### config.mk
export PLATFORM = sky130hd
export DESIGN_NAME = ahb_master_if
export DESIGN_NICKNAME = d
export VERILOG_FILES = /design/src/rtl/ahb_pkg.sv /design/src/rtl/ahb_master_if.sv
export SDC_FILE = /design/constraint.sdc
export NUM_CORES = 1
export LEC_CHECK = 0
export CAP_MARGIN = 20
export CORE_MARGIN = 2
export CORE_UTILIZATION = 40
export DETAILED_ROUTE_END_ITERATION = 7
export PLACE_DENSITY = 0.88
export SLEW_MARGIN = 30
export SYNTH_ARGS = -nofsm -noshare
export SYNTH_HDL_FRONTEND = slang
export SYNTH_SLANG_ARGS = --single-unit
### constraint.sdc
create_clock -name Hclk -period 4.5 [get_ports Hclk]
set_input_delay 1.125 -clock Hclk [delete_from_list [all_inputs] [get_ports Hclk]]
set_output_delay 1.125 -clock Hclk [all_outputs]
set_load 0.1 [all_outputs]
### src/rtl/ahb_pkg.sv
`default_nettype none
// ============================================================================
//  Module   : ahb_pkg
//  Brief    : AHB-Lite encodings and initiator FSM state type.
//  Revision : 1.0
// ============================================================================
package ahb_pkg;

    localparam logic [1:0] HTRANS_IDLE   = 2'b00;
    localparam logic [1:0] HTRANS_BUSY   = 2'b01;
    localparam logic [1:0] HTRANS_NONSEQ = 2'b10;
    localparam logic [1:0] HTRANS_SEQ    = 2'b11;

    localparam logic [2:0] HBURST_SINGLE = 3'b000;
    localparam logic [2:0] HBURST_INCR   = 3'b001;

    localparam logic [1:0] HRESP_OKAY    = 2'b00;
    localparam logic [1:0] HRESP_ERROR   = 2'b01;

    localparam logic [2:0] HSIZE_WORD    = 3'b010;

    typedef enum logic [2:0] {
        ST_IDLE      = 3'd0,
        ST_ADDR      = 3'd1,
        ST_BURST     = 3'd2,
        ST_LAST_DATA = 3'd3,
        ST_ERR       = 3'd4
    } ahb_mst_state_t;

endpackage
`default_nettype wire

### src/rtl/ahb_master_if.sv
`default_nettype none
// ============================================================================
//  Module   : ahb_master_if
//  Brief    : AHB-Lite initiator turning one local command into a SINGLE or
//             INCR word burst. Optional AHB_MST_TIMEOUT_EN aborts long stalls.
//  Revision : 1.0
// ============================================================================
module ahb_master_if
    import ahb_pkg::*;
#(
    parameter int MAX_BEATS = 16,
    parameter int TIMEOUT   = 255
) (
    input  logic                         Hclk,
    input  logic                         Hresetn,
    input  logic                         cmd_valid,
    output logic                         cmd_ready,
    input  logic                         cmd_write,
    input  logic [31:0]                  cmd_addr,
    input  logic [$clog2(MAX_BEATS)-1:0] cmd_len,
    input  logic [31:0]                  wr_data,
    output logic                         wr_pop,
    output logic [31:0]                  rd_data,
    output logic                         rd_valid,
    output logic                         done,
    output logic                         err,
    output logic [1:0]                   Htrans,
    output logic [31:0]                  Haddr,
    output logic                         Hwrite,
    output logic [2:0]                   Hsize,
    output logic [2:0]                   Hburst,
    output logic [31:0]                  Hwdata,
    input  logic                         Hready,
    input  logic [1:0]                   Hresp,
    input  logic [31:0]                  Hrdata
);

    localparam int c_len_w = $clog2(MAX_BEATS);

    ahb_mst_state_t       r_state;
    ahb_mst_state_t       w_state_nxt;
    logic [1:0]           w_htrans_nxt;
    logic [c_len_w-1:0]   r_cnt;
    logic                 r_live;
    logic                 w_load;
    logic                 w_step;
    logic                 w_pop;
    logic                 w_rd_beat;
    logic                 w_fin;
    logic                 w_fin_err;
    logic                 w_to_hit;

    assign cmd_ready = r_live && (r_state == ST_IDLE);
    assign wr_pop    = w_pop;
    assign Hsize     = HSIZE_WORD;

`ifdef AHB_MST_TIMEOUT_EN
    localparam int c_to_w = $clog2(TIMEOUT + 1);
    logic [c_to_w-1:0] r_to_cnt;

    assign w_to_hit = !Hready && (r_state != ST_IDLE) && (r_to_cnt == c_to_w'(TIMEOUT - 1));

    always_ff @(posedge Hclk or negedge Hresetn) begin
        if (!Hresetn) begin
            r_to_cnt <= '0;
        end else if (Hready || (r_state == ST_IDLE) || w_to_hit) begin
            r_to_cnt <= '0;
        end else begin
            r_to_cnt <= r_to_cnt + c_to_w'(1);
        end
    end
`else
    logic w_timeout_unused;
    assign w_timeout_unused = (TIMEOUT == 0);
    assign w_to_hit         = 1'b0;
`endif

    always_ff @(posedge Hclk or negedge Hresetn) begin
        if (!Hresetn) begin
            r_state <= ST_IDLE;
            Htrans  <= HTRANS_IDLE;
        end else begin
            r_state <= w_state_nxt;
            Htrans  <= w_htrans_nxt;
        end
    end

    always_comb begin
        w_state_nxt  = r_state;
        w_htrans_nxt = Htrans;
        w_load       = 1'b0;
        w_step       = 1'b0;
        w_pop        = 1'b0;
        w_rd_beat    = 1'b0;
        w_fin        = 1'b0;
        w_fin_err    = 1'b0;
        case (r_state)
            ST_IDLE: begin
                if (cmd_valid && cmd_ready) begin
                    w_load       = 1'b1;
                    w_htrans_nxt = HTRANS_NONSEQ;
                    w_state_nxt  = ST_ADDR;
                end
            end
            ST_ADDR, ST_BURST, ST_LAST_DATA: begin
                // An error on a live data phase also cancels the pending SEQ address.
                if ((r_state != ST_ADDR) && (Hresp == HRESP_ERROR)) begin
                    w_htrans_nxt = HTRANS_IDLE;
                    if (Hready) begin
                        w_fin       = 1'b1;
                        w_fin_err   = 1'b1;
                        w_state_nxt = ST_IDLE;
                    end else begin
                        w_state_nxt = ST_ERR;
                    end
                end else if (Hready) begin
                    w_rd_beat = (r_state != ST_ADDR) && !Hwrite;
                    if (r_state == ST_LAST_DATA) begin
                        w_fin       = 1'b1;
                        w_state_nxt = ST_IDLE;
                    end else begin
                        w_pop = Hwrite;
                        if (r_cnt != '0) begin
                            w_step       = 1'b1;
                            w_htrans_nxt = HTRANS_SEQ;
                            w_state_nxt  = ST_BURST;
                        end else begin
                            w_htrans_nxt = HTRANS_IDLE;
                            w_state_nxt  = ST_LAST_DATA;
                        end
                    end
                end
            end
            ST_ERR: begin
                if (Hready) begin
                    w_fin       = 1'b1;
                    w_fin_err   = 1'b1;
                    w_state_nxt = ST_IDLE;
                end
            end
            default: begin
                w_htrans_nxt = HTRANS_IDLE;
                w_state_nxt  = ST_IDLE;
            end
        endcase
        if (w_to_hit) begin
            w_htrans_nxt = HTRANS_IDLE;
            w_state_nxt  = ST_IDLE;
            w_fin        = 1'b1;
            w_fin_err    = 1'b1;
        end
    end

    always_ff @(posedge Hclk or negedge Hresetn) begin
        if (!Hresetn) begin
            Haddr    <= '0;
            Hwrite   <= 1'b0;
            Hburst   <= HBURST_SINGLE;
            Hwdata   <= '0;
            rd_data  <= '0;
            rd_valid <= 1'b0;
            done     <= 1'b0;
            err      <= 1'b0;
            r_cnt    <= '0;
            r_live   <= 1'b0;
        end else begin
            r_live   <= 1'b1;
            rd_valid <= w_rd_beat;
            done     <= w_fin;
            err      <= w_fin_err;
            if (w_rd_beat) begin
                rd_data <= Hrdata;
            end
            if (w_load) begin
                Haddr  <= cmd_addr;
                Hwrite <= cmd_write;
                Hburst <= (cmd_len == '0) ? HBURST_SINGLE : HBURST_INCR;
                r_cnt  <= cmd_len;
            end else if (w_step) begin
                Haddr <= Haddr + 32'd4;
                r_cnt <= r_cnt - c_len_w'(1);
            end
            // Write data is captured with its own address so it lands one cycle later.
            if (w_pop) begin
                Hwdata <= wr_data;
            end
        end
    end

    logic [8:0] w_kb_end;
    assign w_kb_end = {1'b0, cmd_addr[9:2]} + 9'(cmd_len);

    a_no_1kb_cross: assert property (@(posedge Hclk) disable iff (!Hresetn)
        (cmd_valid && cmd_ready) |-> !w_kb_end[8]);

    a_no_busy: assert property (@(posedge Hclk) disable iff (!Hresetn)
        Htrans != HTRANS_BUSY);

endmodule
`default_nettype wire

Word-level counts from Yosys, hierarchy flattened
Cells that the tools add are included.
Storage, ports and cells
  latch bits: 0
  output and inout bits: 110
  register bits after elaboration: 113
  bits in writable memories: 0
  memories: 0
  logic and storage cells: 77
  memory bits (read-only): 0
  input port bits: 107
Operators by class
  mux-type cells: 40
  add/sub/neg operators: 2
  shift operators: 0
  eq/ne operators: 10
  bitwise operators: 1
  multiply operators: 0
  div/mod/pow operators: 0
  $lt $le $gt $ge: 0
  reductions and logical operators: 12
Operators by type and width (count)
  32-bit 2-to-1 mux: 2
  32-bit by 3-bit adder with 32-bit output (second input constant): 1
  1-bit 2-to-1 mux: 21
  3-bit 2-to-1 mux: 5
  2-bit 2-to-1 mux: 6
  3-bit one-hot mux with 3 select lines: 1
  4-bit 2-to-1 mux: 2
  3-bit by 2-bit equality test with 1-bit output (second input constant): 2
  3-bit inequality test (second input constant): 2
  2-bit one-hot mux with 3 select lines: 1
  1-bit logical AND: 4
  4-bit zero test: 1
  1-bit one-hot mux with 2 select lines: 2
  4-bit AND reduction: 1
  4-bit nonzero test: 1
  4-bit by 1-bit subtractor with 4-bit output (second input constant): 1
  3-bit by 1-bit equality test with 1-bit output (second input constant): 1
  3-bit equality test (second input constant): 1
  3-bit zero test: 1
  3-bit by 1-bit inequality test with 1-bit output (second input constant): 1
  3-bit AND reduction: 1
  3-bit OR reduction: 1
  2-bit by 1-bit equality test with 1-bit output (second input constant): 1
  2-bit by 1-bit inequality test with 1-bit output (second input constant): 1
  other kinds (4): 4

Depth between registers and ports, before layout
Gate-level depths: netlist of run 1.
  word-level depth: 8
  depth in mapped cells: 7
  depth with buffers taken out: 7

Worst setup path after synthesis of run 1
No wires, ideal clock.
  path type: input to output
  from: input Hresp[0]
  to: output wr_pop
  stages: 4
  arrival: 2.185 ns
  data required time: 3.375 ns
  setup slack: 1.190 ns
  buffers on the path: 1
  cells stage by stage: nor2b_1 o21a_1 nor3b_4 buf_6
On the way
  word-level cells in the longest chain between the ends: 4
Ends and longest elaborated chain
  from (decl): RTL line ahb_master_if.sv:34  | input logic [1:0] Hresp,
  2-bit by 1-bit equality test with 1-bit output: RTL line ahb_master_if.sv:107  | if ((r_state != ST_ADDR) && (Hresp == HRESP_ERROR)) begin
  1-bit logical AND: RTL line ahb_master_if.sv:107
  1-bit 2-to-1 mux: RTL line ahb_master_if.sv:107
  1-bit 2-to-1 mux: RTL line ahb_master_if.sv:97  | case (r_state)
  to (decl): RTL line ahb_master_if.sv:22  | output logic wr_pop,
Every way passes these cells.

Worst setup path after layout of run 1
Ends and elaborated chain as after synthesis.

==> results.json, run 1 <==
{
  "status": "complete, no violations",
  "fp.coreArea_mm2": 0.0125,
  "reg2reg_slack_ns": 2.21,
  "avgSynthCellArea_um2": 11.5,
  "clock_sinks": 111,
  "drt_first_iter_violations": 274,
  "synth_edf_count": 0,
  "ctsHoldBuffers": 0,
  "wl_per_cell_um": 16.5,
  "finalCriticalPeriod_ns": 3.86,
  "worst_setup_path_start_kind": "input port",
  "reg2reg_to": "Hwdata[28]",
  "antenna_found_initial": 0,
  "crit_chain": "clkdlybuf4s50_1 -> nor2b_1 -> o21a_1 -> nor3b_4 -> buf_12",
  "crit_required_ns": 3.38,
  "ys_top_cells_by_area": "dfrtp_1 (54%), mux2_2 (13%), nand2_1 (3.2%), o21ai_0 (2.6%), nand3_1 (2.1%)",
  "rsz0062_at_grt": "no",
  "synth_area_mm2": 0.00511,
  "critPathMaxFanout": 6,
  "numCtsBuffers": 9,
  "grt_usage": 0.196,
  "skew_ns": 0.00812,
  "yosysTopAreaCellShare": 0.544,
  "hold_viol": 0,
  "cts_max_level": 3,
  "die_h_um": 117,
  "critical-path-max-stage-delay_ns": 0.45,
  "min_path_type": "register to register",
  "drive_gt1_frac": 0.152,
  "initial_core_util": 0.408,
  "remaining_drc_errors": 0,
  "overflow": 0,
  "min_to": "Hwdata[20]",
  "synthArstFlopShare": 1.00,
  "grt_pass1_wl_mm": 20.9,
  "fmax_mhz": 259,
  "die_w_um": 117,
  "io_pins": 217,
  "clk_latency_ns": 0.34,
  "rr_startpoint": "r_state[0]",
  "synth.ff_latch_count": 111,
  "tns_ns": 0,
  "cp.arrival_ns": 2.73,
  "ys_types": 56,
  "finalCritPeriodShare": 0.857,
  "tightest_slew_ns": 1.03,
  "area_delta_synth_final_pct": 50.3,
  "report.final.slew_viol_count": 0,
  "maxSlewHeadroom": 0.314,
  "r2r_cells": 5,
  "ant_nets": 0,
  "layout.nets": 764,
  "postLayoutCoreUtil": 0.613,
  "dpl.hpwl_mm": 10.3,
  "synthTopCellsByCount": "dfrtp_1 (111), mux2_2 (60), nand2_1 (43)",
  "root_buffer": "clkbuf_16",
  "die_area_mm2": 0.0137,
  "drv_cap": 0,
  "synth_largest_area_cell": "dfrtp_1",
  "yosysSeqAreaShare": 0.544,
  "n_fill_cell": 1022,
  "crit_slowest_cell": "clkdlybuf4s50_1",
  "gp_congestion": 0.838,
  "routed_wl_mm": 13.7,
  "via_count": 4294,
  "crit_type": "input port to output port",
  "endpoint_kind": "output port",
  "cts_tree": "yes",
  "path_clk_slew_ns": 0.07,
  "synth_warnings": 0,
  "io_buffers": 211,
  "yosysMostFrequentCell": "dfrtp_1",
  "grt_pass1_vias": 4353,
  "synthFlopType": "dfrtp_1",
  "post_cts.repair.setup_buffers": 0,
  "hold_depth": 1,
  "row_count": 41,
  "clockBufferDepth": 2,
  "hold_start": "Hwdata[20]",
  "setup_viol": 0,
  "cts_resized": 0,
  "vias_per_cell": 5.16,
  "antennaDiodeCount": 0,
  "grt_max_degree": 51,
  "drt_first_pass_iters": 4,
  "netlist_instances": 444
}
==> per-layer routing <==
layer  wire (um)  track usage
met3        1040       0.0499
met5           0            0
met2        7090        0.351
met1        5340        0.224
met4         257       0.0792
==> cells by family after synthesis <==
family	synth area share
flip-flops	0.544
XOR/XNOR	0.0257
AO/OA/AOI/OAI	0.0706
buffers and inverters	0.0336
AND/OR/NAND/NOR	0.177
adder cells (fa/ha/maj)	0.00490
multiplexers	0.143
other	0.00147
==> per-stage QoR <==
step           setup WS (ns)  std cells  instance area [um2]  hold WS (ns)
2_1_floorplan           1.19        448                 5120         0.489
3_3_place_gp           0.690        816                 7370         0.461
3_5_place_dp           0.672        816                 7370         0.466
4_1_cts                0.622        832                 7680         0.493
5_1_grt                0.553        832                 7670         0.510
6_report               0.643        832                 7670         0.486
==> cell usage in the layout (no fill, tap or decap), drive strengths merged, types with 4 or more instances in the layout <==
master,count
a31oi,13
o21ai,30
xnor2,4
or3,15
nand2b,4
nand4,9
mux2,64
nand2,44
and3,5
nor4,4
conb,6
clkdlybuf4s50,208
dfrtp,111
nor3,5
xor2,11
inv,10
nand3,22
buf,10
nor2,29
and4,7
clkbuf,10
==> state kept, by name, indices dropped and copies added (netlist names) <==
| register | cells |
|---|---|
| done | 1 |
| r_state | 3 |
| err | 1 |
| Hburst | 1 |
| Hwrite | 1 |
| Haddr | 32 |
| r_cnt | 4 |
| Htrans | 2 |
| r_live | 1 |
| rd_data | 32 |
| rd_valid | 1 |
| Hwdata | 32 |
==> worst max path at each step <==
stage,start,end,cells past startpoint
floorplan,Hresp[0],wr_pop,4
global placement,Hresp[0],wr_pop,5
detailed placement,Hresp[0],wr_pop,5
CTS,Hresp[0],wr_pop,5
global route,Hresp[0],wr_pop,5
finish,Hresp[0],wr_pop,5
==> cell type report <==
cell class	instances	area, um2	share of cell area
repair buffers	218	2170	0.282
multi-input cells	306	2170	0.283
flip-flops and latches	111	2780	0.362
clock inverters	6	68.8	0.00897
inverters	9	33.8	0.00440
clock buffers	10	239	0.0311
well taps	172	215	0.0280
==> worst max-delay path: cells and delay by family <==
kind	cells	cell delay, ns
AO/OA/AOI/OAI	1	0.29
buffers and inverters	2	0.68
AND/OR/NAND/NOR	2	0.64
Power of run 1 is not shown: default switching activity piles up to over one toggle a cycle in this logic, so the estimate is an artifact.
==> run 2, diff against run 1 <==
--- a/config.mk
+++ b/config.mk
@@ -7,9 +7,9 @@
 export LEC_CHECK = 0
 export CAP_MARGIN = 20
 export CORE_MARGIN = 2
-export CORE_UTILIZATION = 40
+export CORE_UTILIZATION = 39
 export DETAILED_ROUTE_END_ITERATION = 7
-export PLACE_DENSITY = 0.88
+export PLACE_DENSITY = 0.89
 export SLEW_MARGIN = 30
 export SYNTH_ARGS = -nofsm -noshare
 export SYNTH_HDL_FRONTEND = slang
==> constraint.sdc (replaced) <==
create_clock -name Hclk -period 3.43 [get_ports Hclk]
set_input_delay 0.8575 -clock Hclk [delete_from_list [all_inputs] [get_ports Hclk]]
set_output_delay 0.8575 -clock Hclk [all_outputs]
set_load 0.1 [all_outputs]
==> run 2 against run 1 <==
  * Clock-buffer cell count down 1
  * Sequential cell count unchanged
  * Sequential share of layout area up 1.0 points
  * Via count down 1.0%
  * Cell count up 0.48%
  * Critical path depth unchanged
  * Non-clock buffer count up 4
  * Highest routed layer unchanged
==> results.json, run 2 (same netlist as run 1, synthesis figures left out) <==
{
  "tightest_slew_ns": 0.724,
  "rsz0062_at_grt": "no",
  "io_buffers": 211,
  "crit_chain": "clkdlybuf4s50_1 -> nor2b_1 -> o21a_1 -> nor3b_4 -> buf_12",
  "cts_max_level": 3,
  "n_fill_cell": 1046,
  "hold_slack_ns": 0.493,
  "report.final.slew_viol_count": 0,
  "vias_per_cell": 5.08,
  "finalCritPeriodShare": 0.886,
  "grt_pass1_vias": 4360,
  "gp_congestion": 0.857,
  "drv_cap": 0,
  "final_cell_mix": "buf_4 (115), dfrtp_1 (111), clkdlybuf4s50_1 (105), mux2_2 (60), nand2_1 (43)",
  "clock_sinks": 111,
  "critPathMaxFanout": 3,
  "endpoint_kind": "output port",
  "clk_latency_ns": 0.35,
  "crit_type": "input port to output port",
  "io_pins": 217,
  "cp_top_family": "buffers and inverters",
  "numCtsBuffers": 9,
  "antennaDiodeCount": 0,
  "die_area_mm2": 0.0140,
  "tns_ns": 0,
  "grt_usage": 0.193,
  "crit_slowest_cell": "clkdlybuf4s50_1",
  "hold_viol": 0,
  "layout.nets": 768,
  "cts_resized": 0,
  "remaining_drc_errors": 0,
  "grt_max_degree": 58,
  "routed_wl_mm": 13.2,
  "cts_tree": "yes",
  "min_path_type": "register to register",
  "ctsHoldBuffers": 0,
  "setup_viol": 0,
  "root_buffer": "clkbuf_16",
  "drt_first_pass_iters": 5,
  "fp.coreArea_mm2": 0.0127,
  "drive_gt1_frac": 0.312,
  "antenna_found_initial": 0,
  "reg_top3": "Haddr x32, Hwdata x32, rd_data x32",
  "regArea_mm2": 0.00278,
  "wl_per_cell_um": 15.8,
  "die_h_um": 118,
  "maxSlewHeadroom": 0.518,
  "crit_required_ns": 2.57,
  "overflow": 0,
  "cp.arrival_ns": 2.18,
  "initial_core_util": 0.401,
  "die_w_um": 118,
  "dpl.hpwl_mm": 10.1,
  "ant_nets": 0,
  "critical-path-max-stage-delay_ns": 0.43,
  "drt_first_iter_violations": 250,
  "fin_ws_ns": 0.389,
  "worst_setup_path_start_kind": "input port",
  "pre_cts_slack_ns": 0.368,
  "reg2reg_slack_ns": 1.28,
  "multi_input_area_mm2": 0.00217,
  "path_clk_slew_ns": 0.07,
  "via_count": 4251,
  "path_buf_inv": 2,
  "row_count": 41,
  "layout_commonest_cell": "buf_4",
  "area_delta_synth_final_pct": 46.2,
  "post_cts.repair.setup_buffers": 0,
  "skew_ns": 0.00709,
  "clockBufferDepth": 2,
  "grt_pass1_wl_mm": 21.8,
  "finalCriticalPeriod_ns": 3.04,
  "fmax_mhz": 329,
  "status": "complete, no violations"
}
## run 2: per-stage QoR
stage | area [um2] | instances | util
after floorplan | 5120 | 448 | -
after global placement | 7150 | 820 | 0.562
after detailed placement | 7150 | 820 | 0.562
after CTS | 7460 | 836 | 0.587
after global routing | 7460 | 836 | 0.587
final | 7460 | 836 | 0.587
## run 2: worst paths after layout
path	from	end	cells after the start
min in group asynchronous	Hresetn	Hwdata[15]	1
worst min register to register	Hwdata[20]	Hwdata[20]	1
worst min-delay path	Hwdata[20]	Hwdata[20]	1
worst max-delay path	Hresp[0]	wr_pop	5
worst max register to register	r_cnt[0]	Haddr[14]	7
max in group asynchronous	Hresetn	Haddr[24]	2
## run 2: cell type report
type | instances | share of cell area
clock buffer | 9 | 0.0302
clock inverter | 7 | 0.0114
inverter | 9 | 0.00453
multi-input combinational | 306 | 0.291
sequential | 111 | 0.372
tap | 172 | 0.0288
timing repair buffer | 222 | 0.262
## run 2: worst register-to-register path, cell delays in order, from the launching register on
cell     delay (ns)
dfrtp_1        0.36
inv_1          0.07
ha_1           0.22
nor3b_2        0.22
nor3_4         0.39
nand3_1        0.23
or3_1          0.40
a31oi_1        0.18
## run 2: per-layer routing
| metal | share of wire | global-route usage | vias up |
|---|---|---|---|
| met5 | 0 | 0 | - |
| li1 | - | - | 2005 |
| met2 | 0.51 | 0.331 | 193 |
| met1 | 0.41 | 0.241 | 2033 |
| met4 | 0.019 | 0.0729 | 0 |
| met3 | 0.066 | 0.0352 | 20 |
Power of run 2 is left out for the same reason.
